`src/rtl/restador_pkg.sv`:
```
// restador_pkg: default width, operand type and difference/borrow result type for the subtractor
package restador_pkg;
  localparam int RESTADOR_WIDTH = 4;
  typedef logic [RESTADOR_WIDTH-1:0] operand_t;
  typedef struct packed {
    logic     borrow;
    operand_t diff;
  } resta_t;
endpackage

```
`src/rtl/full_restador.sv`:
```
// full_restador: 1-bit full-subtractor cell (a - b - bi -> d, borrow-out bo)
module full_restador (
  input  logic a,
  input  logic b,
  input  logic bi,
  output logic d,
  output logic bo
);
  assign d  = a ^ b ^ bi;
  assign bo = (~a & b) | (~a & bi) | (b & bi);
endmodule

```
`src/rtl/restador_binario_sync.sv`:
```
// restador_binario_sync: registered WIDTH-bit ripple subtractor, {Borrow,Resultado} = A - B - Bin, 1-cycle latency
// Ports: clk, rst_n (sync, active-low), in_valid, A, B, Bin in; Resultado, Borrow, out_valid out.
// RESTADOR_SIGNED_OVF_EN adds a registered two's-complement Overflow output.
module restador_binario_sync
  import restador_pkg::*;
#(
  parameter int WIDTH = RESTADOR_WIDTH
) (
  input  logic             clk,
  input  logic             rst_n,
  input  logic             in_valid,
  input  logic [WIDTH-1:0] A,
  input  logic [WIDTH-1:0] B,
  input  logic             Bin,
  output logic [WIDTH-1:0] Resultado,
  output logic             Borrow,
`ifdef RESTADOR_SIGNED_OVF_EN
  output logic             Overflow,
`endif
  output logic             out_valid
);
  typedef struct packed {
    logic             borrow;
    logic [WIDTH-1:0] diff;
  } res_t;
  logic [WIDTH:0]   bc;
  logic [WIDTH-1:0] dc;
  res_t             r_c, r_d, r_q;
  logic             v_d, v_q;
  assign bc[0] = Bin;
  for (genvar i = 0; i < WIDTH; i++) begin : g_cell
    full_restador u_cell (
      .a (A[i]),
      .b (B[i]),
      .bi(bc[i]),
      .d (dc[i]),
      .bo(bc[i+1])
    );
  end
  assign r_c = '{borrow: bc[WIDTH], diff: dc};
  always_comb begin
    r_d = in_valid ? r_c : r_q;
    v_d = in_valid;
  end
  always_ff @(posedge clk) begin
    if (!rst_n) begin
      r_q <= '0;
      v_q <= 1'b0;
    end else begin
      r_q <= r_d;
      v_q <= v_d;
    end
  end
  assign Resultado = r_q.diff;
  assign Borrow    = r_q.borrow;
  assign out_valid = v_q;
`ifdef RESTADOR_SIGNED_OVF_EN
  logic o_d, o_q;
  assign o_d = in_valid ? (A[WIDTH-1] ^ B[WIDTH-1]) & (dc[WIDTH-1] ^ A[WIDTH-1]) : o_q;
  always_ff @(posedge clk) begin
    if (!rst_n) o_q <= 1'b0;
    else        o_q <= o_d;
  end
  assign Overflow = o_q;
`endif
endmodule

```
`config.mk`:
```
export PLATFORM = sky130hd
export DESIGN_NAME = restador_binario_sync
export DESIGN_NICKNAME = d
export VERILOG_FILES = /design/src/rtl/restador_pkg.sv /design/src/rtl/full_restador.sv /design/src/rtl/restador_binario_sync.sv
export SDC_FILE = /design/constraint.sdc
export NUM_CORES = 1
export LEC_CHECK = 0
export BUFFER_PORTS_ARGS = -buffer_cell sky130_fd_sc_hd__buf_2
export CORE_AREA = 2 2 39 41
export DETAILED_ROUTE_END_ITERATION = 10
export DIE_AREA = 0 0 41 43
export GPL_TIMING_DRIVEN = 0
export PLACE_DENSITY_LB_ADDON = 0.12
export SETUP_SLACK_MARGIN = 0.05
export SYNTH_ARGS = -nofsm -noshare
export SYNTH_HDL_FRONTEND = slang
export SYNTH_SLANG_ARGS = --single-unit
```
`constraint.sdc`:
```
create_clock -name clk -period 1.79 [get_ports clk]
set_input_delay 0.0895 -clock clk [delete_from_list [all_inputs] [get_ports clk]]
set_output_delay 0.0895 -clock clk [all_outputs]
set_load 0.05 [all_outputs]
```
## Word level (Yosys, flattened, before mapping)

Index checks and enable logic that the tools add are counted.

| operators by class | value |
|---|---|
| bitwise logic cells | 32 |

Operators with widths:

| kind | count |
|---|---|
| $and 1x1->1 | 12 |
| $or 1x1->1 | 8 |
| $xor 1x1->1 | 8 |
| $not 1->1 | 4 |

| word-level totals | value |
|---|---|
| logic and storage cells | 35 |
| register bits after elaboration | 6 |

## Logic depth before layout (Yosys ltp)

Gate-level depths: netlist (run 1).

| logic depth | value |
|---|---|
| depth after elaboration | 13 |
| depth in mapped cells | 9 |

## By module

Synthesis (run 1) repeated with hierarchy kept, for this count alone.

| second synthesis, totals | value |
|---|---|
| cell total of the unflattened synthesis | 30 |
| area total of the unflattened synthesis | 330.3 sq um |

Modules (own cells, without submodules):

| module | area each (sq um) | cells an instance | sequential area each (sq um) | instances |
|---|---|---|---|---|
| restador_binario_sync | 220.2 | 18 | 120.1 | 1 |
| full_restador | 27.5 | 3 | 0.0 | 4 |

## Worst setup path before layout (run 1)

Ideal clock, no wire load.

| timing path | value |
|---|---|
| path type | input port to flip-flop |
| start point | input B[0] |
| end point | register r_q, in the netlist Resultado[3] |
| buffers on the path | 0 |
| stages on the path | 9 |
| data arrival time | 1.703 ns |
| slack | -0.030 ns |
| setup time | 0.117 ns |
| path through | inv_1 -> fa_1 -> inv_1 -> fa_1 -> fa_1 -> inv_1 -> fa_1 -> mux2i_1 -> nor2b_1 |

| between the ends | value |
|---|---|
| longest elaborated chain between the ends | 10 |
| elaborated cells on any way between the ends | 13 |
| those cells by class | bitwise (13) |

Ends and longest elaborated chain:

| what | RTL line | text |
|---|---|---|
| start, declared | restador_binario_sync.sv:13 | `input logic [WIDTH-1:0] B,` |
| $and 1x1->1 | full_restador.sv:10 | `assign bo = (~a & b) \| (~a & bi) \| (b & bi);` |
| $or 1x1->1 | full_restador.sv:10 |  |
| $or 1x1->1 (*) | full_restador.sv:10 |  |
| $and 1x1->1 | full_restador.sv:10 |  |
| $or 1x1->1 | full_restador.sv:10 |  |
| $or 1x1->1 (*) | full_restador.sv:10 |  |
| $and 1x1->1 | full_restador.sv:10 |  |
| $or 1x1->1 | full_restador.sv:10 |  |
| $or 1x1->1 (*) | full_restador.sv:10 |  |
| $xor 1x1->1 (*) | full_restador.sv:9 | `assign d = a ^ b ^ bi;` |
| net g_cell[3].u_cell.d | full_restador.sv:6 | `output logic d,` |
| end signal, assigned | restador_binario_sync.sv:50 | `r_q <= r_d;` |
| end, declared | restador_binario_sync.sv:28 | `res_t r_c, r_d, r_q;` |

Mark *: on every way through the listed nets, which the timed path passes. The rest lies on a longest branch.
A chain may end at the register's enable or synchronous reset.

## Final worst setup path (run 1)

| timing path | value |
|---|---|
| start point | input Bin |
| end point | register r_q, in the netlist Resultado[3] |

| between the ends | value |
|---|---|
| longest elaborated chain between the ends | 10 |
| elaborated cells on any way between the ends | 13 |
| those cells by class | bitwise (13) |

Ends and longest elaborated chain:

| what | RTL line | text |
|---|---|---|
| start, declared | restador_binario_sync.sv:14 | `input logic Bin,` |
| $and 1x1->1 | full_restador.sv:10 |  |
| $or 1x1->1 | full_restador.sv:10 |  |
| $or 1x1->1 (*) | full_restador.sv:10 |  |
| $and 1x1->1 | full_restador.sv:10 |  |
| $or 1x1->1 | full_restador.sv:10 |  |
| $or 1x1->1 (*) | full_restador.sv:10 |  |
| $and 1x1->1 | full_restador.sv:10 |  |
| $or 1x1->1 | full_restador.sv:10 |  |
| $or 1x1->1 (*) | full_restador.sv:10 |  |
| $xor 1x1->1 (*) | full_restador.sv:9 |  |
| net g_cell[3].u_cell.d | full_restador.sv:6 |  |

Marked as above.

==> reports/qor.txt, run 1 <==
Cell variety after synth: 9
Wirelength per Cell: 9.44 um
Synth Area in Simple Gates: 0.0980
die width: 41 um
CTS Buf Count: 3
RR Startpoint: Resultado[1]$_SDFFE_PN0P_
Max Fanout on Critical Path: 1
fmax: 609 MHz
Area contributors post-synth: dfxtp_1 (38%), fa_1 (25%), o211a_1 (9.4%)
multiplexer share of the synthesized area: 0.0627
Tot GR Track Use: 0.0971
critical path startpoint category: primary input
share of layout cells above drive strength 1: 0.500
Post-Syn Nets: 45
Worst EP arrival: 1.77 ns
Sequential Area: 120 um2
DP Wirelength: 497 um
dominant synthesized flop cell: dfxtp_1
post-synth top area share: 0.376
Leakage: 0.258 nW
synth cell count leaders: inv_1 (7), dfxtp_1 (6), fa_1 (4), nand2_1 (3), o211a_1 (3)
Post-Synth Adder-Cell Area: 0.251
Nets: 66
Synth Register Bits: 6
critical path data required time: 1.92 ns
final total power: 386 uW
Max IR drop VDD: 453 uV
number of max-cap violations: 0
clk slew on worst S/H paths: 0.04 ns
GR Overflow Total: 0
Synth async-reset ratio: 0
Post-Route WL: 604 um
number of vias per cell: 3.88
Pwr Density: 863 nW/um2
Clock Skews: 0 ns
H-tree levels: 1
initial antenna violation count: 0
I/O Buffers: 16
RSZ-0062 raised after global routing: false
core area: 1380 um2
dpl cells: 61
routability cong.: 0.627
actual slew at the worst max-slew pin: 0.252 ns
Tcrit/Tclk final: 0.918
clock buffer depth: 2
Via Count: 248
Syn Std Cell Area: 319 um2
total die area: 1760 um2
Max Slew Vio Count: 0
Hold Startpoint: in_valid
Setup Fix Bufs, Post-CTS: 0
CP Class: primary input to register
Layout area overhead: 40.0%
clock insertion delay at the later pin of the skew report: 0.24 ns
xor/xnor share of the synthesized area: 0
DRT Pass-1 Iters: 2
register area share after synthesis: 0.376
Compound-Gate Fraction of Synth Area: 0.0941
Hold Violations, Final: 0
initial core utilization: 0.231
Tmin final: 1.64 ns
Die H: 43 um
Hold Crit Class: primary input to register
EDFF count, synth: 0
largest net degree at the start of global routing: 10
status: completed
Ys Warns: 0
multi-input logic area: 166 um2
number of remaining DRC errors: 0
Sink Count: 6
crit end category: register
non-filler instance count after layout: 64
Final setup viols: 0
Avg Inst Size Synth: 11.0 um2
row count: 14
slew margin rel.: 0.833
fillcell total: 162
post-synthesis instance total: 29
Root Buffer: clkbuf_4
Starting DRT DRC Count: 1
cell with the most instances after synthesis: inv_1
first-pass GRT wire length: 1100 um
cell taking the most area after synthesis: dfxtp_1
# diodes: 0
largest family of logic cells by synthesized area: adder cells
vias in the first global route: 287
I/O pins: 18
CTS tree: yes
final core occ: 0.323
crit path from: Bin
Post-DRT Antenna Nets: 0
[area by class of cell]
cell class | count | area share
multi-input cells | 15 | 0.373
flip-flops and latches | 6 | 0.269
repair buffers | 16 | 0.179
inverters | 7 | 0.0588
clock buffers | 3 | 0.0504
well taps | 16 | 0.0448
plain buffers | 1 | 0.0252
[worst max-delay path, stage by stage]
cell and delay, ns:
buf_2 0.10, inv_1 0.05, fa_1 0.15, inv_1 0.05, fa_2 0.33, fa_2 0.33
inv_1 0.07, fa_1 0.40, mux2i_1 0.14, nor2b_1 0.06
[final timing paths]
| path | to | slack (ns) | depth (start not counted) |
|---|---|---|---|
| setup / recovery | Resultado[3]$_SDFFE_PN0P_ | 0.15 | 10 |
| hold / removal | Resultado[1]$_SDFFE_PN0P_ | 0.12 | 2 |
| setup reg to reg | Resultado[1]$_SDFFE_PN0P_ | 1.17 | 1 |
| hold reg to reg | Borrow$_SDFFE_PN0P_ | 0.47 | 1 |
[registers in the layout, summed over array words and instances, names as in the netlist]
signal / flops
out_valid: 1
Borrow: 1
Resultado: 4
[metrics by stage]
stage | hold WS (ns) | setup TNS [ns] | setup WS, ns | cell area [um2]
6_report | 0.120 | 0 | 0.148 | 447
5_1_grt | 0.115 | 0 | 0.0682 | 447
4_1_cts | 0.116 | 0 | 0.123 | 447
3_5_place_dp | 0.367 | -0.130 | -0.130 | 424
3_3_place_gp | 0.366 | -0.114 | -0.114 | 424
2_1_floorplan | 0.218 | 0 | 0.0450 | 324
[what timing repair did]
item | in CTS | in global routing
endpoints found under the setup margin | 0 | 1
hold buffers | 0 | 0
resized for setup | 0 | 1
[cell families after synthesis]
| logic type | count (synthesis) |
|---|---|
| AOI/OAI and AO/OA | 3 |
| adders and majority gates | 4 |
| buffers and inverters | 8 |
| DFF | 6 |
| muxes | 2 |
| and+or+nand+nor | 6 |
[where the power goes]
part           leakage [nW]  internal [mW]  total (mW)  switching [mW]
combinational         0.194         0.0389       0.111          0.0718
clock                0.0138         0.0758       0.123          0.0477
sequential           0.0498          0.146       0.151         0.00521
total                 0.258          0.261       0.386           0.125
[cell usage in the layout, fill, tap and decap left out]
cell type	netlist	final
buf_6	1	1
dfxtp_1	6	6
buf_2	0	16
nor2b_1	2	2
fa_2	0	2
and2_2	1	1
mux2i_1	2	2
nand2_1	3	3
inv_2	0	1
o211a_1	3	3
fa_1	4	2
clkbuf_4	0	3
inv_1	7	6
[layer usage]
layer	wire length [um]	vias up	GRT usage
met4	0	0	0.0400
met2	343	9	0.144
met5	0	-	0
met3	59	0	0.0838
met1	201	113	0.0921
li1	-	126	-
(Power assumes the default switching activity.)
==> run 2, diff against run 1 <==
--- a/config.mk
+++ b/config.mk
@@ -14,4 +14,5 @@
 export SETUP_SLACK_MARGIN = 0.05
 export SYNTH_ARGS = -nofsm -noshare
 export SYNTH_HDL_FRONTEND = slang
+export SYNTH_HIERARCHICAL = 1
 export SYNTH_SLANG_ARGS = --single-unit
==> run 2 against run 1 <==
  * The run now ends with setup timing left
  * Critical endpoint unchanged
  * Worst setup slack worse by 0.19 ns
  * Clock power about the same
  * Worst hold slack got worse by 0.0050 ns
  * Core utilization is 1.4 points higher
  * Count of clock-buffer cells in the layout unchanged
  * Die area is the same
  * Sequential cell count unchanged
  * Sequential power hardly changed
==> reports/qor.txt, run 2 <==
cell taking the most area after synthesis: dfxtp_1 (unchanged)
Tcrit/Tclk final: 1.02 (was 0.918)
Most Frequent Cell on Critical Path: fa_2 (was inv_1)
DP Wirelength: 490 um (was 497 um)
failing checks: setup timing
DRT Pass-1 Iters: 1 (was 2)
Nets: 67 (was 66)
final total power: 395 uW (was 386 uW)
register area share after synthesis: 0.364 (was 0.376)
fmax: 546 MHz (was 609 MHz)
CP max-delay cell: fa_1 (unchanged)
EDFF count, synth: 0 (unchanged)
cell with the most instances after synthesis: inv_1 (unchanged)
Starting DRT DRC Count: 0 (was 1)
Layout area overhead: 41.3% (was 40.0%)
Clock Skews: 0 ns (unchanged)
max incr delay on CP: 0.49 ns (was 0.40 ns)
routability cong.: 0.590 (was 0.627)
slew margin rel.: 0.834 (was 0.833)
Worst EP arrival: 1.96 ns (was 1.77 ns)
synth cell count leaders: inv_1 (8), dfxtp_1 (6), mux2i_1 (5), nor2b_1 (5), fa_1 (4) (was inv_1 (7), dfxtp_1 (6), fa_1 (4), nand2_1 (3), o211a_1 (3))
clock buffer depth: 2 (unchanged)
post-synth top area share: 0.364 (was 0.376)
Hold Violations, Final: 0 (unchanged)
Die H: 43 um (unchanged)
number of vias per cell: 3.85 (was 3.88)
Hold Crit Class: primary input to register (unchanged)
dominant synthesized flop cell: dfxtp_1 (unchanged)
Leakage: 0.252 nW (was 0.258 nW)
# diodes: 0 (unchanged)
most common cell after layout, fill and taps aside: buf_2 (unchanged)
crit end category: register (unchanged)
Setup Fix Bufs, Post-CTS: 0 (unchanged)
vias in the first global route: 252 (was 287)
H-tree levels: 1 (unchanged)
I/O Buffers: 16 (unchanged)
initial core utilization: 0.239 (was 0.231)
Post-CTS Hold Buffers: 0 (unchanged)
I/O pins: 18 (unchanged)
Tmin final: 1.83 ns (was 1.64 ns)
row count: 14 (unchanged)
CP Class: primary input to register (unchanged)
clk slew on worst S/H paths: 0.04 ns (about the same)
Post-Route WL: 572 um (was 604 um)
share of layout cells above drive strength 1: 0.490 (was 0.500)
Ys Warns: 6 (was 0)
core area: 1380 um2 (unchanged)
Wirelength per Cell: 8.80 um (was 9.44 um)
CTS Buf Count: 3 (unchanged)
commonest non-fill, non-tap cells in the layout: buf_2 (15), inv_1 (8), dfxtp_1 (6) (was buf_2 (16), dfxtp_1 (6), inv_1 (6))
Pwr Density: 846 nW/um2 (was 863 nW/um2)
critical path data required time: 1.92 ns (about the same)
Root Buffer: clkbuf_4 (unchanged)
Area contributors post-synth: dfxtp_1 (36%), fa_1 (24%), mux2i_1 (15%) (was dfxtp_1 (38%), fa_1 (25%), o211a_1 (9.4%))
critical path's top delay family: adder cells (unchanged)
GR Overflow Total: 0 (unchanged)
Syn Std Cell Area: 330 um2 (was 319 um2)
actual slew at the worst max-slew pin: 0.250 ns (was 0.252 ns)
number of remaining DRC errors: 0 (unchanged)
clock insertion delay at the later pin of the skew report: 0.24 ns (about the same)
Synth Register Bits: 6 (unchanged)
sequence of cells on the critical path: buf_6 > fa_2 > fa_2 > fa_2 > fa_1 > inv_1 > mux2i_1 > nor2b_1 (was buf_2 > inv_1 > fa_1 > inv_1 > fa_2 > fa_2 > inv_1 > fa_1 > mux2i_1 > nor2b_1)
RSZ-0062 raised after global routing: true (was false)
critical path startpoint category: primary input (unchanged)
total die area: 1760 um2 (unchanged)
Final WS setup: -0.0404 ns (was 0.148 ns)
Cell variety after synth: 7 (was 9)
CTS tree: yes (unchanged)
Worst Hold Slack: 0.115 ns (was 0.120 ns)
die width: 41 um (unchanged)
post-synthesis instance total: 30 (was 29)
Post-Syn Nets: 46 (was 45)
final core occ: 0.337 (was 0.323)
total negative slack: -0.0404 ns (was 0 ns)
Max Slew Vio Count: 0 (unchanged)
Final setup viols: 1 (was 0)
Max IR drop VDD: 406 uV (was 453 uV)
status: finished, violations left (was completed)
Post-DRT Antenna Nets: 0 (unchanged)
Sink Count: 6 (unchanged)
first-pass GRT wire length: 1040 um (was 1100 um)
Avg Inst Size Synth: 11.0 um2 (about the same)
number of flip-flops under the largest register name: 4 (unchanged)
largest net degree at the start of global routing: 7 (was 10)
Synth async-reset ratio: 0 (unchanged)
number of max-cap violations: 0 (unchanged)
Max Fanout on Critical Path: 1 (unchanged)
fillcell total: 152 (was 162)
Tot GR Track Use: 0.0940 (was 0.0971)
WP buf/inv: 2 (was 4)
Via Count: 250 (was 248)
initial antenna violation count: 0 (unchanged)
## run 2: cell count changes in the layout (fill, tap and decap cells not counted)
cell / before / now
buf_6: 1 / 2
mux2i_1: 2 / 5
inv_2: 1 / 0
fa_1: 2 / 1
fa_2: 2 / 3
nand2_1: 3 / 0
nor2b_1: 2 / 5
buf_2: 16 / 15
inv_1: 6 / 8
o211a_1: 3 / 0
## run 2: cells by family after synthesis
kind of cell / after synthesis / synth area share
AND/OR/NAND/NOR: 6 / 0.117
flip-flops: 6 / 0.364
multiplexers: 5 / 0.152
buffers and inverters: 9 / 0.125
adder cells (fa/ha/maj): 4 / 0.242
## run 2: metal layers
| layer | global-route usage | wire length [um] | part of all wire | vias to the layer above |
|---|---|---|---|---|
| met5 | 0 | 0 | 0 | - |
| met4 | 0.0600 | 13 | 0.023 | 0 |
| met3 | 0.0628 | 52 | 0.091 | 2 |
| met2 | 0.125 | 291 | 0.51 | 11 |
| met1 | 0.105 | 214 | 0.37 | 112 |
| li1 | - | - | - | 125 |
## run 2: what timing repair did
item | in CTS | in global routing
endpoints found under the setup margin | 2 | 2
resized for setup | 1 | 0
pin swaps | 1 | 0
## run 2: final cells by class
cell class              instances  area, um2  share of cell area
repair buffers                 16       86.3               0.185
plain buffers                   1       11.3              0.0241
multi-input cells              15        176               0.378
flip-flops and latches          6        120               0.257
inverters                       8       30.0              0.0643
clock buffers                   3       22.5              0.0483
well taps                      16       20.0              0.0429
## run 2: power breakdown
part           internal (mW)  total, mW  leakage (nW)  switching, mW
Clock                 0.0756      0.120        0.0138         0.0449
Sequential             0.147      0.152        0.0496        0.00525
Combinational         0.0454      0.123         0.188         0.0772
## run 2: path summary, 6_finish.rpt
kind,startpoint,to,slack (ns),depth (start not counted)
setup reg to reg,Resultado[2]$_SDFFE_PN0P_,Resultado[2]$_SDFFE_PN0P_,1.18,2
hold / removal,in_valid,out_valid$_SDFF_PN0_,0.11,2
setup / recovery,Bin,Resultado[3]$_SDFFE_PN0P_,-0.04,8
hold reg to reg,Resultado[3]$_SDFFE_PN0P_,Resultado[3]$_SDFFE_PN0P_,0.51,2
## run 2: stage by stage
step | area (um2) | cells | setup slack [ns]
2_1_floorplan | 338 | 30 | -0.163
3_3_place_gp | 438 | 62 | -0.321
3_5_place_dp | 438 | 62 | -0.348
4_1_cts | 467 | 65 | -0.0446
5_1_grt | 467 | 65 | -0.107
6_report | 467 | 65 | -0.0404
